## config.mk

```make
export PLATFORM = sky130hd
export DESIGN_NAME = hazard_ctrl_unit
export DESIGN_NICKNAME = d
export VERILOG_FILES = /design/src/rtl/hazard_pkg.sv /design/src/rtl/fwd_sel.sv /design/src/rtl/hazard_ctrl_unit.sv
export SDC_FILE = /design/constraint.sdc
export NUM_CORES = 1
export LEC_CHECK = 0
export ABC_CLOCK_PERIOD_IN_PS = 1200
export BUFFER_PORTS_ARGS = -buffer_cell sky130_fd_sc_hd__buf_2
export CAP_MARGIN = 20
export CORE_UTILIZATION = 39
export DETAILED_ROUTE_END_ITERATION = 7
export GPL_ROUTABILITY_DRIVEN = 0
export PLACE_DENSITY = 0.73
export RECOVER_POWER = 50
export REMOVE_ABC_BUFFERS = 1
export SLEW_MARGIN = 15
export SYNTH_ARGS = -nofsm -noshare
export SYNTH_HDL_FRONTEND = slang
export SYNTH_SLANG_ARGS = --single-unit
export TNS_END_PERCENT = 1
```

## constraint.sdc

```tcl
create_clock -name clk -period 1.2 [get_ports clk]
set_clock_uncertainty 0.05 [all_clocks]
set_input_delay 0.12 -clock clk [delete_from_list [all_inputs] [get_ports clk]]
set_output_delay 0.12 -clock clk [all_outputs]
set_load 0.005 [all_outputs]
```

## src/rtl/hazard_pkg.sv

```systemverilog
// Shared types and constants for the pipeline hazard controller:
// FSM states, forwarding select codes, the PC register index and the
// packed stage-control word with its canonical values.
package hazard_pkg;

    typedef enum logic [1:0] {
        RUN      = 2'd0,
        LD_STALL = 2'd1,
        MEM_WAIT = 2'd2
    } state_e;

    localparam logic [1:0] FWD_RF  = 2'b00;
    localparam logic [1:0] FWD_EX  = 2'b01;
    localparam logic [1:0] FWD_MEM = 2'b10;
    localparam logic [1:0] FWD_WB  = 2'b11;

    localparam logic [3:0] PC_REG = 4'd15;

    typedef struct packed {
        logic pc_le;
        logic if_id_le;
        logic id_ex_le;
        logic ex_mem_le;
        logic if_id_flush;
        logic id_ex_nop;
    } pipe_ctrl_t;

    // Normal advance of every stage.
    localparam pipe_ctrl_t CTRL_RUN    = '{pc_le: 1'b1, if_id_le: 1'b1, id_ex_le: 1'b1,
                                           ex_mem_le: 1'b1, if_id_flush: 1'b0, id_ex_nop: 1'b0};
    // Whole pipeline frozen behind a slow memory access.
    localparam pipe_ctrl_t CTRL_FREEZE = '{pc_le: 1'b0, if_id_le: 1'b0, id_ex_le: 1'b0,
                                           ex_mem_le: 1'b0, if_id_flush: 1'b0, id_ex_nop: 1'b0};
    // Load-use bubble: hold PC and IF/ID, push a NOP into ID/EX.
    localparam pipe_ctrl_t CTRL_STALL  = '{pc_le: 1'b0, if_id_le: 1'b0, id_ex_le: 1'b1,
                                           ex_mem_le: 1'b1, if_id_flush: 1'b0, id_ex_nop: 1'b1};
    // Values presented while reset is held.
    localparam pipe_ctrl_t CTRL_RESET  = '{pc_le: 1'b0, if_id_le: 1'b0, id_ex_le: 1'b0,
                                           ex_mem_le: 1'b0, if_id_flush: 1'b0, id_ex_nop: 1'b1};

endpackage

```

## src/rtl/fwd_sel.sv

```systemverilog
// Forwarding select for one ID-stage source operand. Youngest producer
// wins (EX, then MEM, then WB); R15 is the PC and always comes from the
// register file path. A load in EX cannot forward (its data is not ready).
module fwd_sel
    import hazard_pkg::*;
#(
    parameter int REG_AW = 4
) (
    input  logic [REG_AW-1:0] rs_i,
    input  logic              use_i,
    input  logic [REG_AW-1:0] ex_rd_i,
    input  logic              ex_rf_en_i,
    input  logic              ex_load_i,
    input  logic [REG_AW-1:0] mem_rd_i,
    input  logic              mem_rf_en_i,
    input  logic [REG_AW-1:0] wb_rd_i,
    input  logic              wb_rf_en_i,
    output logic [1:0]        fwd_o
);

    // Priority compare against the three in-flight destinations.
    always_comb begin
        // NOTE: assign a default before any branch so no path leaves the output unassigned (which would infer a latch).
        fwd_o = FWD_RF;
        if (use_i && (rs_i != REG_AW'(PC_REG))) begin
            if (ex_rf_en_i && !ex_load_i && (ex_rd_i == rs_i)) begin
                fwd_o = FWD_EX;
            end else if (mem_rf_en_i && (mem_rd_i == rs_i)) begin
                fwd_o = FWD_MEM;
            end else if (wb_rf_en_i && (wb_rd_i == rs_i)) begin
                fwd_o = FWD_WB;
            end
        end
    end

endmodule

```

## src/rtl/hazard_ctrl_unit.sv

```systemverilog
// Pipeline hazard controller for the 5-stage core: stage load-enables,
// IF/ID flush on taken branches, ID/EX NOP injection on load-use, operand
// forwarding selects, and a freeze with timeout while data memory is busy.
// Optional statistics counters are built when HAZ_STATS_EN is defined.
module hazard_ctrl_unit
    import hazard_pkg::*;
#(
    parameter int REG_AW      = 4,
    parameter int MEM_TIMEOUT = 15
`ifdef HAZ_STATS_EN
   ,parameter int CNT_W       = 16
`endif
) (
    input  logic              clk,
    input  logic              R_n,
    input  logic [REG_AW-1:0] ID_Rn,
    input  logic [REG_AW-1:0] ID_Rm,
    input  logic [REG_AW-1:0] ID_Rd,
    input  logic              ID_use_Rn,
    input  logic              ID_use_Rm,
    input  logic              ID_use_Rd,
    input  logic [REG_AW-1:0] EX_Rd,
    input  logic [REG_AW-1:0] MEM_Rd,
    input  logic [REG_AW-1:0] WB_Rd,
    input  logic              EX_RF_enable,
    input  logic              MEM_RF_enable,
    input  logic              WB_RF_enable,
    input  logic              EX_load_instr,
    input  logic              ID_branch_taken,
    input  logic              MEM_req,
    input  logic              MEM_ready,
    output logic              PC_LE,
    output logic              IF_ID_LE,
    output logic              ID_EX_LE,
    output logic              EX_MEM_LE,
    output logic              IF_ID_flush,
    output logic              ID_EX_nop,
    output logic [1:0]        fwd_A,
    output logic [1:0]        fwd_B,
    output logic [1:0]        fwd_C,
    output logic              mem_error
`ifdef HAZ_STATS_EN
   ,output logic [CNT_W-1:0]  stall_count,
    output logic [CNT_W-1:0]  flush_count
`endif
);

    localparam int WAIT_W = $clog2(MEM_TIMEOUT + 1);

    state_e            state_q, state_d;
    logic [WAIT_W-1:0] wait_cnt_q, wait_cnt_d;
    logic              mem_error_q, mem_error_d;
    pipe_ctrl_t        ctrl;
    logic [1:0]        fwd_a_raw, fwd_b_raw, fwd_c_raw;
    logic              hit_rn, hit_rm, hit_rd, load_use, timeout;

`ifdef HAZ_STATS_EN
    logic [CNT_W-1:0]  stall_count_q, flush_count_q;
`endif

    fwd_sel #(.REG_AW(REG_AW)) u_fwd_a (
        .rs_i(ID_Rn), .use_i(ID_use_Rn),
        .ex_rd_i(EX_Rd), .ex_rf_en_i(EX_RF_enable), .ex_load_i(EX_load_instr),
        .mem_rd_i(MEM_Rd), .mem_rf_en_i(MEM_RF_enable),
        .wb_rd_i(WB_Rd), .wb_rf_en_i(WB_RF_enable), .fwd_o(fwd_a_raw)
    );
    fwd_sel #(.REG_AW(REG_AW)) u_fwd_b (
        .rs_i(ID_Rm), .use_i(ID_use_Rm),
        .ex_rd_i(EX_Rd), .ex_rf_en_i(EX_RF_enable), .ex_load_i(EX_load_instr),
        .mem_rd_i(MEM_Rd), .mem_rf_en_i(MEM_RF_enable),
        .wb_rd_i(WB_Rd), .wb_rf_en_i(WB_RF_enable), .fwd_o(fwd_b_raw)
    );
    fwd_sel #(.REG_AW(REG_AW)) u_fwd_c (
        .rs_i(ID_Rd), .use_i(ID_use_Rd),
        .ex_rd_i(EX_Rd), .ex_rf_en_i(EX_RF_enable), .ex_load_i(EX_load_instr),
        .mem_rd_i(MEM_Rd), .mem_rf_en_i(MEM_RF_enable),
        .wb_rd_i(WB_Rd), .wb_rf_en_i(WB_RF_enable), .fwd_o(fwd_c_raw)
    );

    // A load in EX whose destination is read by the instruction in ID.
    assign hit_rn   = ID_use_Rn && (ID_Rn != REG_AW'(PC_REG)) && (ID_Rn == EX_Rd);
    assign hit_rm   = ID_use_Rm && (ID_Rm != REG_AW'(PC_REG)) && (ID_Rm == EX_Rd);
    assign hit_rd   = ID_use_Rd && (ID_Rd != REG_AW'(PC_REG)) && (ID_Rd == EX_Rd);
    assign load_use = EX_load_instr && EX_RF_enable && (hit_rn || hit_rm || hit_rd);
    assign timeout  = (wait_cnt_q == WAIT_W'(MEM_TIMEOUT));

    // Next-state and stage-control decode from current state and inputs.
    always_comb begin
        state_d     = state_q;
        wait_cnt_d  = wait_cnt_q;
        mem_error_d = mem_error_q;
        ctrl        = CTRL_RUN;
        unique case (state_q)
            RUN: begin
                if (MEM_req && !MEM_ready) begin
                    // The entry cycle is the first wait cycle.
                    ctrl       = CTRL_FREEZE;
                    state_d    = MEM_WAIT;
                    wait_cnt_d = WAIT_W'(1);
                end else if (load_use) begin
                    // Stall wins over a coincident branch; it is re-evaluated next cycle.
                    ctrl    = CTRL_STALL;
                    state_d = LD_STALL;
                end else if (ID_branch_taken) begin
                    ctrl.if_id_flush = 1'b1;
                end
            end
            LD_STALL: begin
                ctrl.if_id_flush = ID_branch_taken;
                state_d          = RUN;
            end
            MEM_WAIT: begin
                if (MEM_ready || timeout) begin
                    state_d    = RUN;
                    wait_cnt_d = '0;
                    if (!MEM_ready) begin
                        mem_error_d = 1'b1;
                    end
                end else begin
                    // Release happens at MEM_TIMEOUT, so the count never passes it.
                    ctrl       = CTRL_FREEZE;
                    wait_cnt_d = wait_cnt_q + WAIT_W'(1);
                end
            end
            default: begin
                state_d = RUN;
            end
        endcase
        // Reset overrides the decode asynchronously.
        if (!R_n) begin
            ctrl = CTRL_RESET;
        end
    end

    // State, wait counter, sticky error and optional statistics.
    always_ff @(posedge clk or negedge R_n) begin
        if (!R_n) begin
            state_q       <= RUN;
            wait_cnt_q    <= '0;
            mem_error_q   <= 1'b0;
`ifdef HAZ_STATS_EN
            stall_count_q <= '0;
            flush_count_q <= '0;
`endif
        end else begin
            // NOTE: sequential state uses non-blocking assignments so every register samples pre-edge values.
            state_q     <= state_d;
            wait_cnt_q  <= wait_cnt_d;
            mem_error_q <= mem_error_d;
`ifdef HAZ_STATS_EN
            if (!ctrl.pc_le && (stall_count_q != '1)) begin
                stall_count_q <= stall_count_q + CNT_W'(1);
            end
            if (ctrl.if_id_flush && (flush_count_q != '1)) begin
                flush_count_q <= flush_count_q + CNT_W'(1);
            end
`endif
        end
    end

    assign PC_LE       = ctrl.pc_le;
    assign IF_ID_LE    = ctrl.if_id_le;
    assign ID_EX_LE    = ctrl.id_ex_le;
    assign EX_MEM_LE   = ctrl.ex_mem_le;
    assign IF_ID_flush = ctrl.if_id_flush;
    assign ID_EX_nop   = ctrl.id_ex_nop;
    assign fwd_A       = R_n ? fwd_a_raw : FWD_RF;
    assign fwd_B       = R_n ? fwd_b_raw : FWD_RF;
    assign fwd_C       = R_n ? fwd_c_raw : FWD_RF;
    assign mem_error   = mem_error_q;

`ifdef HAZ_STATS_EN
    assign stall_count = stall_count_q;
    assign flush_count = flush_count_q;
`endif

endmodule

```

# [Word-level counts from Yosys, hierarchy flattened]
# Cells that the tools add are included.
[classes] n_addsub=1 n_eq_ne=21 mux=32 n_bitwise=1 n_reduce_logical=29
[op_table] cell="4-bit == test" count=12
[op_table] cell="2-bit 2-to-1 mux" count=18
[op_table] cell="1-bit logical AND" count=19
[op_table] cell="6-bit 2-to-1 mux" count=3
[op_table] cell="4-bit one-hot mux with 2 select lines" count=2
[op_table] cell="4-bit 2-to-1 mux" count=3
[op_table] cell="4-bit inequality test, second input constant" count=3
[op_table] cell="4-bit by 1-bit adder with 4-bit output, second input constant" count=1
[op_table] cell="4-bit == test, second input constant" count=1
[op_table] cell="2-bit inequality test, second input constant" count=2
[op_table] cell="2-bit one-hot mux with 2 select lines" count=1
[op_table] cell="2-bit AND reduction" count=2
[op_table] cell="1-bit logical OR" count=3
[op_table] cell="1-bit 2-to-1 mux" count=3
[op_table] cell="3-bit inequality test, second input constant" count=1
[op_table] cell="1-bit one-hot mux with 3 select lines" count=1
[op_table] cell="3-bit AND reduction" count=1
[op_table] cell="2-bit by 1-bit == test with 1-bit output, second input constant" count=1
[op_table] cell="2-bit == test, second input constant" count=1
[op_table] cell="1-bit zero test" count=2
[op_table] cell="2-bit zero test" count=1
[op_table] cell="1-bit one-hot mux with 2 select lines" count=1
[op_table] cell="2-bit nonzero test" count=1
[op_table] cell="1-bit inverter" count=1
[totals] regBits=7 inputBits=36 output_inout_bits=13

# [Depth between registers and ports, before layout]
[depth] depth_word=10 ltp_mapped=6 ltp_nobuf=6

# [Hierarchy]
# Synthesis repeated with hierarchy kept, for this count alone.
[unflattened] hier_cells=161 hier_area_um2=1277.5
[by_module_without_submodules] mod="hazard_ctrl_unit" n_inst=1 cells_each=86 area_each_um2=710.7
[by_module_without_submodules] mod="fwd_sel" n_inst=3 cells_each=25 area_each_um2=188.9

# [Worst setup path after synthesis]
# OpenSTA, ideal clock, no wires.
[synth_path] path_kind="register -> output" from="reg wait_cnt_q[0]" to="out ID_EX_LE" arrival_ns=1.142 path_slack_ns=-0.112 stages_incl_launch_ff=7 path_buffers=1 path_cell_list="dfrtp_1 > ha_1 > nand3_1 > nand3_1 > nand2_1 > a21oi_1 > buf_4"
[synth_between] elab_chain_cells=5
[synth_lines] element="start: declaration" line="hazard_ctrl_unit.sv:51" text="logic [WAIT_W-1:0] wait_cnt_q, wait_cnt_d;"
[synth_lines] element="start signal: assignment" line="hazard_ctrl_unit.sv:148" text="wait_cnt_q <= wait_cnt_d;"
[synth_lines] element="4-bit == test" line="hazard_ctrl_unit.sv:85" text="assign timeout = (wait_cnt_q == WAIT_W'(MEM_TIMEOUT));"
[synth_lines] element="1-bit logical OR" line="hazard_ctrl_unit.sv:113" text="if (MEM_ready || timeout) begin"
[synth_lines] element="6-bit 2-to-1 mux" line="hazard_ctrl_unit.sv:113"
[synth_lines] element="4-bit one-hot mux with 2 select lines" line="hazard_ctrl_unit.sv:93" text="unique case (state_q)"
[synth_lines] element="6-bit 2-to-1 mux" line="hazard_ctrl_unit.sv:130" text="if (!R_n) begin"
[synth_lines] element="end: declaration" line="hazard_ctrl_unit.sv:34" text="output logic ID_EX_LE,"
# Every way passes these cells.

# [Worst setup path after layout]
[layout_path] from="in EX_Rd[1]" to="out IF_ID_flush"
[layout_between] elab_chain_cells=9 elab_cells_between_ends=13 cone_classes="eq/ne (3); mux (4); reduce/logical (6)"
[layout_lines] element="start: declaration" line="hazard_ctrl_unit.sv:22" text="input logic [REG_AW-1:0] EX_Rd,"
[layout_lines] element="4-bit == test, on equally long branches" line="hazard_ctrl_unit.sv:81, hazard_ctrl_unit.sv:82"
[layout_lines] element="1-bit logical AND, on equally long branches" line="hazard_ctrl_unit.sv:81, hazard_ctrl_unit.sv:82"
[layout_lines] element="1-bit logical OR" line="hazard_ctrl_unit.sv:84" text="assign load_use = EX_load_instr && EX_RF_enable && (hit_rn || hit_rm || hit_rd);"
[layout_lines] element="1-bit logical OR *" line="hazard_ctrl_unit.sv:84"
[layout_lines] element="1-bit logical AND *" line="hazard_ctrl_unit.sv:84"
[layout_lines] element="1-bit 2-to-1 mux *" line="hazard_ctrl_unit.sv:100" text="end else if (load_use) begin"
[layout_lines] element="6-bit 2-to-1 mux *" line="hazard_ctrl_unit.sv:95" text="if (MEM_req && !MEM_ready) begin"
[layout_lines] element="1-bit one-hot mux with 3 select lines *" line="hazard_ctrl_unit.sv:93"
[layout_lines] element="6-bit 2-to-1 mux *" line="hazard_ctrl_unit.sv:130"
[layout_lines] element="end: declaration" line="hazard_ctrl_unit.sv:36" text="output logic IF_ID_flush,"
# Mark *: on every way between the ends. The rest lies on a longest branch, timed or not.

==> results.toml <==
[status]
run_status = "finished with violations"
violations = "negative setup slack"

[route]
drtIter0Drc = 34
finalWirelength_um = 3750
routedWlPerCell_um = 14.9
drc = 0
drt_first_pass_iters = 4
ant_nets = 0
vias = 1363
vias_per_cell = 5.41

[power_and_ir_drop]
p_leak_nw = 0.852
power_density_mw_per_mm2 = 612
vdd_drop_max_uv = 654
finalPower_mw = 1.13

[floorplan]
fp-row-count = 17
core_mm2 = 0.00228
io_pins = 49
die_h_um = 51.7
die_w_um = 51.7
dieArea_mm2 = 0.00268
start_util_pct = 42.4

[yosys]
synthCells = 130
syn_area_per_cell_um2 = 7.42
ys_seq_area_share_pct = 18.2
yosysWarnings = 0
yosys.area.top_type = "dfrtp_1"
synth-seq-cells = 7
yosysTopAreaCellShare_pct = 18.2
synthTopCellsByArea = "dfrtp_1 18%, xnor2_1 16%, xor2_1 16%"
synth_area_um2 = 965
synth.distinct_cells = 25

[clock_network]
cts.sinks = 7
numCtsBuffers = 3
clkSlewWorstSetupHoldPaths_ps = 60
cts_tree = "done"
root_buffer = "clkbuf_4"
cts_max_level = 1
clk_latency_ps = 270
clock_path_buffers = 2

[global_route]
grt_pass1_vias = 1281
antenna_found_initial = 0
grt_first_pass_wirelength_um = 5190
grt_max_degree = 8
overflow = 0
gr-usage-all-layers_pct = 26.3

[final_layout]
drive_gt1_share_pct = 54.9
post-route-util_pct = 81.1
final_common_cell = "buf_4"
antenna_cells = 0
final_cell_mix = "42 x buf_4, 40 x buf_2, 18 x xor2_1, 13 x nand2_1, 11 x xnor2_1"
finalInstanceArea_mm2 = 0.00185
area_growth_pct = 91.4
n_fill_cell = 132
fin_nets = 262
final_cells = 252

[timing]
finalSetupViolCount = 18
whs_ps = 126
slew_headroom_pct = 77.6
fin_crit_ps = 1550
hold_viol = 0
fin_tns_setup_ps = -4190
max_freq_mhz = 647
drv_slew = 0
worstMarginPinSlew_ps = 332
fin_crit_sh_pct = 129
setup_ws_ps = -346
rsz0062_at_grt = "yes"

[critical_path]
start_kind = "primary input"
cp-end-kind = "output pin"
path_max_fanout = 3
cp.required_ps = 1030
criticalPathCategory = "in2out"
arrival_ps = 1380

[job]
drv_cap = 0

[place]
place_area_mm2 = 0.00149
io_buffer_count = 48
dp_hpwl_um = 2640
dp_slack_ps = -291
post-place-cells = 239

[hold_path]
hp-class = "in2reg"
critical path, stage by stage:
cell and delay (ps):
buf_6 110, xnor2_2 120, nand4_1 130, nor2_2 80, buf_4 130, a311o_1 360, a211oi_2 180, buf_2 130
metal layers:
layer  global-route usage [%]  vias up  wire length, µm
met5                        0        -                0
met4                     9.46        0               70
met3                    0.877        7              132
met2                     57.1       51             2180
met1                     25.0      652             1370
li1                         -      653                -
state kept, by name, summed over array words and instances, names as in the netlist:
register / count
wait_cnt_q: 4
mem_error: 1
state_q: 2
cells in the mapped netlist, drive strengths merged:
| cell type | count |
|---|---|
| buf | 2 |
| a2111oi | 1 |
| nor2b | 5 |
| nor4 | 4 |
| mux2 | 1 |
| xor2 | 18 |
| dfrtp | 7 |
| a311o | 1 |
| ha | 1 |
| nand2b | 1 |
| a21oi | 6 |
| o21bai | 1 |
| nand3 | 9 |
| xnor2 | 18 |
| nand4 | 7 |
| nor2 | 12 |
| nand2 | 14 |
| o21ai | 4 |
| o41ai | 1 |
| o32ai | 1 |
| o31ai | 3 |
| and3 | 1 |
| nor3 | 8 |
| a211oi | 1 |
| inv | 3 |
cell type report:
type	instances	area, µm²	area share (%)
tap	28	35.0	1.90
clock buffer	4	26.3	1.42
sequential	7	175	9.49
inverter	3	11.3	0.610
multi-input combinational	118	962	52.1
timing repair buffer	92	637	34.5
logic make-up (layout without fill, tap and decap cells):
logic type	after synthesis	after routing	synth area share [%]
AO/OA/AOI/OAI	19	19	13.4
multiplexers	1	1	1.17
XOR/XNOR	36	36	32.7
AND/OR/NAND/NOR	61	61	30.6
adder cells (fa/ha/maj)	1	1	1.30
buffers and inverters	5	99	2.72
flip-flops	7	7	18.2
power breakdown:
part	internal, mW	leakage (nW)	switching (mW)
Clock	0.128	0.0150	0.111
Combinational	0.319	0.743	0.297
Sequential	0.254	0.0934	0.0211
Total	0.701	0.852	0.429
final timing paths:
kind / from / end / slack, ps / cells past startpoint
max: EX_Rd[1] / IF_ID_flush / -350 / 8
min in group asynchronous: R_n / wait_cnt_q[0] / 330 / 2
max reg2reg: state_q[0] / wait_cnt_q[3] / -270 / 8
max in group asynchronous: R_n / mem_error / 550 / 2
min reg2reg: mem_error / mem_error / 420 / 1
min: MEM_ready / state_q[1] / 130 / 3
what timing repair did:
item | 4_1_cts | 5_1_grt
setup buffers | 3 | 4
hold buffers | 2 | 0
hold endpoints to repair | 7 | 0
pin swaps | 9 | 18
endpoints found under the setup margin | 16 | 19
gates resized for setup | 13 | 45
No activity file was read; power rests on OpenSTA's default activity.
